<file path="config.mk">
export PLATFORM = sky130hd
export DESIGN_NAME = instr_encoder
export DESIGN_NICKNAME = d
export VERILOG_FILES = /design/src/rtl/cpu_pkg.sv /design/src/rtl/instr_fifo.sv /design/src/rtl/instr_encoder.sv
export SDC_FILE = /design/constraint.sdc
export NUM_CORES = 1
export LEC_CHECK = 0
export BUFFER_PORTS_ARGS = -buffer_cell sky130_fd_sc_hd__buf_2
export CAP_MARGIN = 20
export CELL_PAD_IN_SITES_DETAIL_PLACEMENT = 0
export CELL_PAD_IN_SITES_GLOBAL_PLACEMENT = 1
export CORE_UTILIZATION = 40
export CTS_CLUSTER_DIAMETER = 50
export DETAILED_ROUTE_END_ITERATION = 6
export PLACE_DENSITY_LB_ADDON = 0.1
export SKIP_LAST_GASP = 1
export SYNTH_ARGS = -nofsm -noshare
export SYNTH_HDL_FRONTEND = slang
export SYNTH_SLANG_ARGS = --single-unit
export TNS_END_PERCENT = 5
</file>
<file path="constraint.sdc">
create_clock -name Clk -period 2.49 [get_ports Clk]
set_input_delay 0.498 -clock Clk [delete_from_list [all_inputs] [get_ports Clk]]
set_output_delay 0.498 -clock Clk [all_outputs]
set_load 0.02 [all_outputs]
</file>
<file path="src/rtl/cpu_pkg.sv">
// Shared opcode, instruction-word and FSM definitions for the
// instruction encoder and its decode logic.
package cpu_pkg;

  typedef enum logic [1:0] {
    ST_IDLE = 2'b00,
    ST_LOAD = 2'b01,
    ST_DONE = 2'b10
  } state_t;

  localparam logic [1:0] OP_ADD = 2'b00;
  localparam logic [1:0] OP_SLL = 2'b01;
  localparam logic [1:0] OP_BR  = 2'b11;
  localparam logic [1:0] OP_NOP = 2'b10;

  localparam logic [7:0] NOP_WORD = {OP_NOP, 6'b000000};

  // Control intent as {Branch, ALU_OP, Reg_Write}
  localparam logic [2:0] CTL_ADD = 3'b001;
  localparam logic [2:0] CTL_SLL = 3'b011;
  localparam logic [2:0] CTL_BR  = 3'b100;
  localparam logic [2:0] CTL_NOP = 3'b000;

  typedef struct packed {
    logic [7:0] word;
    logic       bad;
  } enc_t;

  function automatic enc_t encode(
    input logic [2:0] ctl,
    input logic [2:0] rd,
    input logic [2:0] rs,
    input logic [5:0] off
  );
    enc_t e;
    e.word = NOP_WORD;
    e.bad  = 1'b0;
    unique case (1'b1)
      (ctl == CTL_ADD): e.word = {OP_ADD, rd, rs};
      (ctl == CTL_SLL): e.word = {OP_SLL, rd, rs};
      (ctl == CTL_BR):  e.word = {OP_BR, off};
      (ctl == CTL_NOP): e.word = NOP_WORD;
      default:          e.bad  = 1'b1;
    endcase
    return e;
  endfunction

endpackage

</file>
<file path="src/rtl/instr_fifo.sv">
// Small synchronous FIFO holding encoded words between
// request acceptance and the instruction-memory write port.
module instr_fifo #(
  parameter int DEPTH = 4,
  parameter int W     = 8
) (
  input  logic         clk,
  input  logic         rst_n,
  input  logic         i_push,
  input  logic [W-1:0] i_wdata,
  input  logic         i_pop,
  output logic [W-1:0] o_rdata,
  output logic         o_full,
  output logic         o_empty
);

  localparam int AW = $clog2(DEPTH);

  logic [W-1:0] r_mem [DEPTH];
  logic [AW:0]  r_wr;
  logic [AW:0]  r_rd;

  always_ff @(posedge clk or negedge rst_n) begin
    if (!rst_n) begin
      r_wr <= '0;
      r_rd <= '0;
    end else begin
      if (i_push) r_wr <= r_wr + 1'b1;
      if (i_pop)  r_rd <= r_rd + 1'b1;
    end
  end

  always_ff @(posedge clk) begin
    if (i_push) r_mem[r_wr[AW-1:0]] <= i_wdata;
  end

  assign o_rdata = r_mem[r_rd[AW-1:0]];
  assign o_empty = (r_wr == r_rd);
  assign o_full  = (r_wr[AW] != r_rd[AW]) &&
                   (r_wr[AW-1:0] == r_rd[AW-1:0]);

endmodule

</file>
<file path="src/rtl/instr_encoder.sv">
// Encodes control requests into 8-bit instructions and streams
// them into instruction memory from a latched base address.
module instr_encoder
  import cpu_pkg::*;
#(
  parameter int DEPTH = 4
) (
  input  logic       Clk,
  input  logic       Reset_n,
  input  logic       Start,
  input  logic [7:0] Base_Addr,
  input  logic [7:0] Count,
  input  logic       Req_Valid,
  output logic       Req_Ready,
  input  logic       Req_Branch,
  input  logic       Req_ALU_OP,
  input  logic       Req_Reg_Write,
  input  logic [2:0] Req_Rd,
  input  logic [2:0] Req_Rs,
  input  logic [5:0] Req_Offset,
  output logic       Mem_WE,
  output logic [7:0] Mem_Addr,
  output logic [7:0] Mem_WData,
  output logic       Busy,
  output logic       Done,
  output logic       Err
);

  state_t     r_state;
  state_t     w_next;
  logic [7:0] r_count;
  logic [7:0] r_acc;
  logic [7:0] r_wr;
  logic [7:0] r_addr;
  logic       r_err;

  enc_t       w_enc;
  logic [7:0] w_head;
  logic       w_full;
  logic       w_empty;
  logic       w_start;
  logic       w_push;
  logic       w_pop;

  assign w_enc = encode({Req_Branch, Req_ALU_OP, Req_Reg_Write},
                        Req_Rd, Req_Rs, Req_Offset);

  assign w_start = Start && (r_state == ST_IDLE);
  assign w_push  = Req_Valid && Req_Ready;
  assign w_pop   = (r_state == ST_LOAD) && !w_empty;

  instr_fifo #(
    .DEPTH (DEPTH),
    .W     (8)
  ) u_fifo (
    .clk     (Clk),
    .rst_n   (Reset_n),
    .i_push  (w_push),
    .i_wdata (w_enc.word),
    .i_pop   (w_pop),
    .o_rdata (w_head),
    .o_full  (w_full),
    .o_empty (w_empty)
  );

  always_ff @(posedge Clk or negedge Reset_n) begin
    if (!Reset_n) r_state <= ST_IDLE;
    else          r_state <= w_next;
  end

  always_comb begin
    w_next = r_state;
    unique case (r_state)
      ST_IDLE: begin
        if (Start) w_next = (Count != 8'd0) ? ST_LOAD : ST_DONE;
      end
      ST_LOAD: begin
        if (r_wr == r_count) w_next = ST_DONE;
      end
      ST_DONE: w_next = ST_IDLE;
      default: w_next = ST_IDLE;
    endcase
  end

  always_comb begin
    Busy      = (r_state == ST_LOAD);
    Done      = (r_state == ST_DONE);
    Req_Ready = (r_state == ST_LOAD) && !w_full &&
                (r_acc < r_count);
  end

  always_ff @(posedge Clk or negedge Reset_n) begin
    if (!Reset_n) begin
      r_count   <= '0;
      r_acc     <= '0;
      r_wr      <= '0;
      r_addr    <= '0;
      r_err     <= 1'b0;
      Mem_WE    <= 1'b0;
      Mem_Addr  <= '0;
      Mem_WData <= '0;
    end else begin
      Mem_WE <= w_pop;
      if (w_start) begin
        r_count <= Count;
        r_addr  <= Base_Addr;
        r_acc   <= '0;
        r_wr    <= '0;
        r_err   <= 1'b0;
      end else begin
        if (w_push) r_acc <= r_acc + 8'd1;
        if (w_push && w_enc.bad) r_err <= 1'b1;
        // Address register wraps naturally at 8 bits
        if (w_pop) begin
          Mem_WData <= w_head;
          Mem_Addr  <= r_addr;
          r_addr    <= r_addr + 8'd1;
          r_wr      <= r_wr + 8'd1;
        end
      end
    end
  end

  assign Err = r_err;

endmodule

</file>
# After elaboration in Yosys (flattened, before gate mapping)
# Memories as Yosys holds them, arrays and structs flattened. A register that Yosys moved wholly into a read port is not among the register bits.
# Index checks and enable logic that the tools add are counted.
# word_totals
regBits	50
ram_bits	32
wordCells	64
n_memories	1
# mem_list
name	words	word_bits	read_ports	rd_ports_with_merged_regs	wr	line_no	text
u_fifo.r_mem	4	8	1	1	1	instr_fifo.sv:19	logic [W-1:0] r_mem [DEPTH];
# op_classes
eq_ne	11
n_addsub	5
muxes	16
magnitude_cmp	1
bitwise	1
reduce_logical	19
# op_table
operator	count
$mux W8	6
$add A8 B1 Y8 const B	3
$pmux W8 S3	1
$eq A8 B8 Y1	1
$lt A8 B8 Y1	1
$reduce_bool A8 Y1	1
$logic_and A1 B1 Y1	7
$add A3 B1 Y3 const B	2
$mux W2	3
$reduce_bool A2 Y1	3
$mux W1	5
$pmux W2 S2	1
$reduce_and A2 Y1	2
$reduce_or A4 Y1	1
$eq A3 B1 Y1 const B	1
$eq A3 B2 Y1 const B	1
$eq A3 B3 Y1	1
$eq A3 B3 Y1 const B	1
$logic_not A1 Y1	3
$logic_not A3 Y1	1
$eq A2 B1 Y1 const B	1
$eq A2 B2 Y1	1
$eq A2 B2 Y1 const B	1
$logic_not A2 Y1	1
other kinds (4)	4

# Longest topological paths before layout
# depth
ltp_word	9
mapped_depth	8
ltp_nobuf	7

# Modules after synthesis
# Synthesis repeated with hierarchy kept, for this count alone.
# hier_totals
cells_unflattened	369
hier_area_um2	4189.0
# by_module_without_submodules
module	area_per_inst_um2	instances	cells_each
instr_encoder	2688.8	1	297
instr_fifo	1500.2	1	72

# Worst setup path before layout
# Ideal clock, no wire load.
# synth_path
path_type	register to register
startpoint	register r_acc[2]
endpoint	memory u_fifo.r_mem[0][0], enable pin
path_buffers	1
synth_period_minus_slack_ns	2.343
setup_time_ns	0.332
path_stages_with_launch	7
arrival_ns	2.012
setup_slack_ns	0.147
cell_sequence	dfrtp_1 > ha_1 > a211oi_1 > o21ai_1 > a2111oi_4 > buf_6 > and2_1
# synth_between
elab_chain_len	5
# synth_rtl
element	line_no	text
from (decl)	instr_encoder.sv:32	logic [7:0] r_acc;
from (signal assigned)	instr_encoder.sv:111	if (w_push) r_acc <= r_acc + 8'd1;
$lt A8 B8 Y1	instr_encoder.sv:89	(r_acc < r_count);
$logic_and A1 B1 Y1	instr_encoder.sv:88	Req_Ready = (r_state == ST_LOAD) && !w_full &&
$logic_and A1 B1 Y1	instr_encoder.sv:49	assign w_push = Req_Valid && Req_Ready;
$mux W1	instr_fifo.sv:34	if (i_push) r_mem[r_wr[AW-1:0]] <= i_wdata;
$mux W1 (implied by the code)	instr_fifo.sv:34	
to (decl)	instr_fifo.sv:19	
# Every way passes these cells.

# Worst setup path after layout
# layout_path
startpoint	register r_count[2]
endpoint	output port Req_Ready
# layout_between
elab_chain_len	2
# layout_rtl
element	line_no	text
from (decl)	instr_encoder.sv:31	logic [7:0] r_count;
from (signal assigned)	instr_encoder.sv:105	r_count <= Count;
$lt A8 B8 Y1	instr_encoder.sv:89	
$logic_and A1 B1 Y1	instr_encoder.sv:88	
to (decl)	instr_encoder.sv:14	output logic Req_Ready,
# Every way passes these cells.

==> impl_metrics.toml <==
[floorplanning]
num_rows = 37
initial_utilization_pct = 41.12
die-area_um2 = 11030
io_pins = 56
core_um2 = 10320
fp.dieW_um = 105.0
fp.dieH_um = 105.0

[global_routing]
grt_max_degree = 33
track_usage_pct = 16.52
antenna_found_initial = 0
grt_pass1_wl_mm = 14.03
grt_overflow = 0
grt_pass1_vias = 2761

[critical_path]
cpPeakStageDelay_ps = 370
worstRegToRegCells = 6
r2r-start = "r_count[2]$_DFFE_PN0P_"
r2r-end = "u_fifo.r_mem[2][5]$_DFFE_PP_"
rrSetupSlack_ps = 100
cp_max_fo = 3
cp_num_buf_inv = 2
critPathCapture = "Req_Ready"
critPathLaunchType = "register"
endpoint_kind = "output pin"
arrival_ps = 1970
crit_cells = 6
worstPathRequired_ps = 1990
cp_slowest_cell = "dfrtp_1"
crit_chain = "inv_1 -> ha_1 -> a211oi_1 -> o21ai_2 -> a211oi_2 -> buf_4"
path_class = "register to output pin"
cpLargestDelayFamily = "compound AO/OA/AOI/OAI gates"
crit_path_start = "r_count[2]$_DFFE_PN0P_"

[placement]
dp_hpwl_mm = 5.903
place.gp.congestion = 0.7816
portBuffers = 55
place_inst = 521

[timing]
fin_crit_sh_pct = 98.95
rsz0062_at_grt = "true"
finalSetupViolCount = 0
tightest_slew_ps = 578.2
min_period_ps = 2464
fmaxAchievable_mhz = 405.9
finalHoldViolCount = 0
fin_skew_ps = 12.17
max_slew_margin_pct = 61.36
drv_slew = 0

[synth]
seq_area_frac_synth_pct = 56.82
synthCells = 331
synthFlopType = "dfrtp_1"
synth_seq_cells = 90
syn_nets = 381
async_flop_share_pct = 64.44
syn_avg_cell_area_um2 = 12.83
yosys_warnings = 0
synth_edf_count = 32
syn_area_um2 = 4245
synth_cell_types = 47

[pwr]
p_leak_nw = 2.071
irDropWorstVdd_mv = 0.6026
power_density_nw_per_um2 = 1251

[layout]
final_cell_count_no_fill = 538
postLayoutCoreUtil_pct = 47.84
syn_to_final_growth_pct = 16.33
drive_above_1_share_pct = 28.36
final_net_count = 447
antenna_cells = 0

[clocking]
cts_made_buffers = 9
ctsRootBufferMaster = "clkbuf_8"
cts_htree_levels = 3
clk-insertion-delay-late_ps = 360
cts_tree = "yes"
clk_pin_slew_ps = 100
cts_sinks = 90
cts_buffer_depth = 2

[job]
drv_cap = 0

[detailed_routing]
drtAntennaViolNets = 0
drc = 0
wl_mm = 8.043
wire_per_inst_um = 14.95
drt_iter0_markers = 84
via_per_inst = 4.989
dr.pass1.iters = 4
routed-via-count = 2684

[worst_hold_path]
hp-class = "input pin to async pin"

[status]
status = "complete, no violations"
==> stage by stage <==
step | setup slack (ps) | TNS, ps | hold slack, ps | instance area [µm²] | total power [W]
floorplan | 146.8 | 0 | 202.4 | 4245 | 0.004513
global placement | 131.8 | 0 | 449.8 | 4700 | 0.005156
detailed placement | 42.10 | 0 | 451.5 | 4700 | 0.005203
CTS | 13.15 | 0 | 130.3 | 4937 | 0.006286
global route | -111.7 | -1259 | 151.3 | 4938 | 0.006705
finish | 26.20 | 0 | 130.3 | 4938 | 0.006177
==> layout by cell type (no fill, tap or decap), types with 7 or more instances in the layout <==
cell,count
nand4_1,9
clkbuf_8,9
mux2_2,17
buf_4,13
mux4_1,7
o21ai_0,28
ha_1,15
nor2_1,9
buf_2,54
edfxtp_1,32
inv_1,14
nand3_1,8
dfrtp_1,58
nand2_1,44
xnor2_1,14
==> cell usage after synthesis (2+ instances only) <==
cell type,instances,share of area (%)
o21ai_0,28,3.3
or4_1,2,0.35
a32o_1,5,1.2
ha_1,15,4.4
xor2_4,2,1.3
nand3_1,8,0.94
nand4_1,9,1.3
nor2b_1,3,0.44
o31ai_1,3,0.53
xor2_1,5,1.0
mux2_2,17,4.5
mux4_1,7,4.3
buf_2,2,0.24
a21oi_1,6,0.71
clkbuf_1,6,0.53
nor2_1,9,0.80
nand2_1,44,3.9
and3_1,5,0.74
mux2i_1,3,0.71
xnor2_1,14,2.9
inv_1,14,1.2
buf_6,3,0.80
dfrtp_1,58,34
a211oi_1,2,0.35
edfxtp_1,32,23
and2_1,5,0.74
or3_1,2,0.29
o211ai_1,3,0.53
==> where the power goes <==
part           leakage (nW)  internal, W  switching (W)
Sequential             1.01      0.00210       0.000396
Clock                 0.104     0.000402       0.000597
Combinational         0.953      0.00125        0.00143
==> worst min-delay path by stage <==
| stage | from | slack, ps | to |
|---|---|---|---|
| 2_1_floorplan | Reset_n | 200 | Err$_DFFE_PN0P_ |
| 3_3_place_gp | r_state[1]$_DFFE_PN0P_ | 450 | r_state[1]$_DFFE_PN0P_ |
| 3_5_place_dp | r_state[1]$_DFFE_PN0P_ | 450 | r_state[1]$_DFFE_PN0P_ |
| 4_1_cts | Reset_n | 130 | r_wr[5]$_DFFE_PN0P_ |
| 5_1_grt | Reset_n | 150 | r_wr[5]$_DFFE_PN0P_ |
| 6_report | Reset_n | 130 | r_wr[5]$_DFFE_PN0P_ |
==> metal layers <==
layer / vias to the layer above / track usage [%] / part of all wire, %
met4: 0 / 6.640 / 1.7
li1: 1336 / - / -
met2: 41 / 25.17 / 45
met1: 1295 / 23.34 / 51
met3: 12 / 2.994 / 2.5
met5: - / 0 / 0
==> state kept, by name (all words and copies together), names as in the netlist <==
register      count
u_fifo.r_rd       3
Mem_WE            1
Err               1
r_acc             8
Mem_Addr          8
r_addr            8
r_count           8
u_fifo.r_mem     32
r_state           2
Mem_WData         8
u_fifo.r_wr       3
r_wr              8
==> worst reg2reg max path: cells and delay by family (launching register included) <==
kind	cells	cell delay, ps
AO/OA/AOI/OAI	3	910
AND/OR/NAND/NOR	1	420
flip-flops	1	370
adder cells (fa/ha/maj)	1	300
buffers and inverters	1	60
==> cell families after synthesis <==
group	Yosys count	share of synthesized area, %
adders and majority gates	15	4.421
buffers and inverters	27	3.065
muxes	28	10.08
AOI/OAI and AO/OA	58	9.962
xor gates and xnor gates	21	5.217
and+or+nand+nor	92	10.43
DFF	90	56.82
==> timing repair <==
action	4_1_cts	5_1_grt
pin swaps	1	0
setup buffers	1	0
hold endpoints to repair	0	0
hold buffers	0	0
gates resized for setup	5	1
endpoints found under the setup margin	1	25
==> layout make-up <==
| class | instances | area (µm²) |
|---|---|---|
| timing repair buffer | 67 | 367.9 |
| clock inverter | 7 | 86.33 |
| tap | 136 | 170.2 |
| fill | 967 | 5385 |
| clock buffer | 9 | 123.9 |
| inverter | 15 | 56.30 |
| sequential | 90 | 2412 |
| multi-input combinational | 214 | 1722 |
Note: power is estimated with default switching activity, not from simulation.
